--- src/rtl/demux1to4_32bit_reg.sv ---
// demux1to4_32bit_reg
// Routes one write stream into four independent single-entry lane buffers.
// Each lane holds one word plus a valid flag. It can be refilled in the same
// cycle it is drained, so a lane can take one word every cycle with no gap.
// Every accepted word bumps an 8-bit wrapping counter for its lane.

module demux1to4_32bit_reg #(
    parameter int WIDTH = 32
) (
    input  logic             Clk,
    input  logic             Reset,
    input  logic [WIDTH-1:0] In,
    input  logic [1:0]       Sel,
    input  logic             InValid,
    output logic             InReady,
    output logic [WIDTH-1:0] Out0,
    output logic [WIDTH-1:0] Out1,
    output logic [WIDTH-1:0] Out2,
    output logic [WIDTH-1:0] Out3,
    output logic [3:0]       OutValid,
    input  logic [3:0]       OutReady,
    output logic [31:0]      LaneCount
);

    logic [WIDTH-1:0] laneData [4];
    logic [3:0]       laneValid;
    logic [7:0]       laneCnt  [4];
    logic             accept;
    logic [3:0]       acceptLane;
    logic [3:0]       drainLane;

    // The selected lane can take a word when it is empty or is being emptied this cycle; never during reset
    always_comb begin
        InReady = (!laneValid[Sel] || OutReady[Sel]) && !Reset;
    end

    // Decode the accept into a one-hot lane strobe and find which full lanes are being consumed
    always_comb begin
        accept            = InValid && InReady;
        acceptLane        = 4'b0000;
        if (accept) begin
            acceptLane[Sel] = 1'b1;
        end
        drainLane         = laneValid & OutReady;
    end

    // Lane storage: a refill takes priority over a drain so the lane stays valid; a plain drain keeps the data
    always_ff @(posedge Clk) begin
        if (Reset) begin
            laneValid <= 4'b0000;
            for (int k = 0; k < 4; k++) begin
                laneData[k] <= '0;
                laneCnt[k]  <= 8'd0;
            end
        end else begin
            for (int k = 0; k < 4; k++) begin
                if (acceptLane[k]) begin
                    laneData[k]  <= In;
                    laneValid[k] <= 1'b1;
                    laneCnt[k]   <= laneCnt[k] + 8'd1;
                end else if (drainLane[k]) begin
                    laneValid[k] <= 1'b0;
                end
            end
        end
    end

    // Drive the outputs straight from the lane registers
    always_comb begin
        Out0      = laneData[0];
        Out1      = laneData[1];
        Out2      = laneData[2];
        Out3      = laneData[3];
        OutValid  = laneValid;
        LaneCount = {laneCnt[3], laneCnt[2], laneCnt[1], laneCnt[0]};
    end

endmodule

--- config.mk ---
export PLATFORM = sky130hd
export DESIGN_NAME = demux1to4_32bit_reg
export DESIGN_NICKNAME = d
export VERILOG_FILES = /design/src/rtl/demux1to4_32bit_reg.sv
export SDC_FILE = /design/constraint.sdc
export NUM_CORES = 1
export LEC_CHECK = 0
export ABC_AREA = 1
export CORE_ASPECT_RATIO = 1.2
export CORE_MARGIN = 1
export CORE_UTILIZATION = 46
export CTS_CLUSTER_SIZE = 8
export DETAILED_ROUTE_END_ITERATION = 8
export PLACE_DENSITY_LB_ADDON = 0.05
export SYNTH_ARGS = -nofsm -noshare
export SYNTH_HDL_FRONTEND = slang
export SYNTH_SLANG_ARGS = --single-unit
--- constraint.sdc ---
create_clock -name Clk -period 3.6 [get_ports Clk]
set_input_delay 0.9 -clock Clk [delete_from_list [all_inputs] [get_ports Clk]]
set_output_delay 0.9 -clock Clk [all_outputs]
set_load 0.1 [all_outputs]
# Word level (Yosys, flattened, before mapping)
# Memory sizes are Yosys's and may differ from the RTL's.
# Index checks and enable logic that the tools add are counted.
# op_classes
n_addsub	4
mul	0
n_div	0
order_cmp	2
n_eq_ne	0
n_shift	0
n_mux	37
bitwise_logic	9
reduce_logical	10
# op_table
op	count
two-way mux 32 bit	4
adder 8 x 1 -> 8 bit (second input constant)	4
two-way mux 8 bit	4
two-way mux 1 bit	25
OR 1 bit	8
nonzero test 2 bit	4
bitwise AND 4 bit	1
binary-select mux 1 bit (select 2 bit)	2
two-way mux 4 bit	1
logical AND 1 bit	3
< comparator 2 x 3 -> 1 bit (second input constant)	1
demux 1 bit (select 2 bit)	1
greater-or-equal comparator 2 x 1 -> 1 bit (second input constant)	1
logical NOT 1 bit	2
logical OR 1 bit	1
# totals
regBits	4
latchBits	0
ramBits	160
romBits	0
inputBits	41
out_inout_bits	165
word_cells	68
mem_count	2
# mem_list
memory	words	width	read_ports	rd_clocked_by_memory_dff	write_ports	line_no	rtl
laneData	4	32	4	0	4	25	logic [WIDTH-1:0] laneData [4];
laneCnt	4	8	4	0	4	27	logic [7:0] laneCnt [4];

# Longest topological paths before layout
# logic_depth
depth_word	11
mapped_depth	10
ltp_nobuf	8

# Least setup slack after synthesis
# No wires, ideal clock.
# synth_path
path_kind	input -> output
startpoint	input Sel[0]
endpoint	output InReady
arrival_ps	2819
t_required_ps	2700
slack_ps	-119
stages	7
path_buffers	1
cell_sequence	buf_4 -> inv_2 -> nand2_1 -> nand2_1 -> nand2_1 -> nand2_2 -> a21oi_1
# synth_via
elab_chain_len	5
word_cells_on_any_way	7
classes_between	4 x mux; 3 x reduce/logical
# synth_lines
item	line_no	rtl
start: declaration	13	input logic [1:0] Sel,
binary-select mux 1 bit (select 2 bit)	34	InReady = (!laneValid[Sel] || OutReady[Sel]) && !Reset;
two-way mux 1 bit (not written as such)	34	
logical NOT 1 bit	34	
logical OR 1 bit (*)	34	
logical AND 1 bit (*)	34	
end: declaration	15	output logic InReady,
# Every way passes the cells marked *; elsewhere a longest branch is shown, timed or not. The select of a mux whose other input is x is not followed.

# Worst setup path after layout
# Ends and elaborated chain as after synthesis.

==> metrics.yaml <==
outcome: "complete, no violations"
ios: 206
clock_sinks: 164
cp.required_ns: 2.70
setup_ws_ns: 0.341
cp-end-kind: "primary output"
fin_skew_ns: 0.0120
place_inst: 856
synth_top_area_share_pct: 73.7
postPlaceCellArea_mm2: 0.00857
instances_no_fill: 888
port_buffers: 205
setup_viol: 0
grt_setup_unrepaired: "no"
vias: 4288
die_w_um: 111
power_density_mw_per_mm2: 533
utilization_pct: 66.1
fin_nets: 749
routedWlPerCell_um: 17.2
hold_path_class: "reg -> reg"
worst_slew_pin_slew_ns: 0.996
cp-start-kind: "primary input"
grt.overflow.total: 0
gp_congestion: 0.760
first_global_vias: 4291
fin_crit_ns: 3.26
dp_hpwl_mm: 10.5
grt_pass1_wl_mm: 23.8
area_growth_pct: 40.0
viasPerCell: 4.83
track_usage_pct: 21.6
relSlewSlack_pct: 33.4
final_layout_size_suffix_gt1_share_pct: 20.6
layout_common_cells: "160 x edfxtp_1, 154 x nor2_1, 135 x clkdlybuf4s50_1"
syn_avg_cell_area_um2: 13.5
cts_buffer_depth: 2
post_cts.repair.setup_buffers: 0
diodes: 0
cp_max_fo: 8
coreArea_mm2: 0.0138
fin_setup_tns_ns: 0
synthCells: 482
dieArea_mm2: 0.0147
synth_top_area_cell: "edfxtp_1"
cap_violations: 0
ys_types: 23
syn-num-nets: 527
design_area_mm2: 0.00913
syn_area_mm2: 0.00652
clkTransAtPathRegs_ns: 0.06
finalWirelength_mm: 15.3
path_class: "in -> out"
preCtsSetupSlack_ns: 0.344
grt_max_degree: 35
finalHoldViolCount: 0
ant_nets: 0
cts_hold_buf: 0
synth_area_leaders: "edfxtp_1 74%, nor2_1 8.9%, buf_6 2.6%, inv_1 2.4%, nand2_1 1.6%"
worstSkewPairLatency_ns: 0.42
htree_levels: 4
fillers: 1038
antenna_found_initial: 0
fmax_mhz: 307
row_count: 47
initial_core_util_pct: 47.2
seq_area_frac_synth_pct: 74.9
crit_arrival_ns: 2.36
first_pass_iters: 5
maxSlewViolCount: 0
cts_buffers: 17
ys_ff_latch: 164
dieHeight_um: 132
cts_root_buffer: "clkbuf_16"
yosysWarningCount: 0
leakage_uw: 0.00372
drcViolationCount: 0
cts-resized-gates: 0
drtIter0Drc: 183
layout_commonest_cell: "edfxtp_1"
vdd_drop_max_v: 0.000311
period_share_pct: 90.5
cts_tree: "yes"
## path summary, 6_finish.rpt
kind,from,endpoint,slack [ns],cells after the start
setup reg to reg,OutValid[1],laneCnt[2][6],1.91,8
hold / removal,OutValid[2],OutValid[2],0.50,2
setup / recovery,Sel[0],InReady,0.34,8
hold reg to reg,OutValid[2],OutValid[2],0.50,2
## sequential cells by signal, indices dropped and copies added (netlist names)
| signal | flops |
|---|---|
| laneData | 128 |
| laneCnt | 32 |
| OutValid | 4 |
## stage by stage
stage / total power, µW / hold slack [ns]
3_3_place_gp: 3200 / 0.477
5_1_grt: 5010 / 0.517
4_1_cts: 4900 / 0.498
6_report: 4870 / 0.497
2_1_floorplan: 2970 / 0.907
3_5_place_dp: 3210 / 0.489
## kinds of logic (layout without fill, tap and decap cells)
| group | Yosys count | count (layout) | synth area share [%] |
|---|---|---|---|
| AO/OA/AOI/OAI | 8 | 8 | 0.672 |
| XOR/XNOR | 21 | 21 | 2.82 |
| adder cells (fa/ha/maj) | 4 | 4 | 0.768 |
| buffers and inverters | 62 | 297 | 5.53 |
| flip-flops | 164 | 164 | 74.9 |
| AND/OR/NAND/NOR | 223 | 223 | 15.3 |
## power by group
part	total [µW]	leakage (µW)	internal, µW	switching, µW
clock network	1710	0.000276	961	745
logic	941	0.00171	190	751
registers	2220	0.00174	2180	41.9
## Yosys cell counts, drive strengths merged
cell    count
dfxtp       4
nand4       5
nand3b      1
ha          4
edfxtp    160
buf        17
a21oi       8
nand3      16
xor2       11
or2         3
inv        45
xnor2      10
nor2      168
nand2      30
## final cells by class
class                   instances  area (µm²)  share of cell area [%]
multi-input cells             256        1290                    14.1
well taps                     171         214                    2.34
flip-flops and latches        164        4880                    53.5
clock buffers                  18         429                    4.70
clock inverters                14         130                    1.43
repair buffers                220        2010                    22.1
inverters                      45         169                    1.85
## per-layer routing
layer	vias to the layer above	wire [µm]	track usage, %
li1	2048	-	-
met1	2050	6280	26.7
met2	177	7830	36.5
met3	13	983	6.21
met4	0	180	7.56
met5	-	0	0
## worst max-delay path, cell delays in order
cell	delay [ns]
clkdlybuf4s50_1	0.68
inv_2	0.10
nand2_1	0.08
nand2_1	0.06
nand2_1	0.08
nand2_2	0.08
a21oi_2	0.19
buf_12	0.19
(Power assumes the default switching activity.)
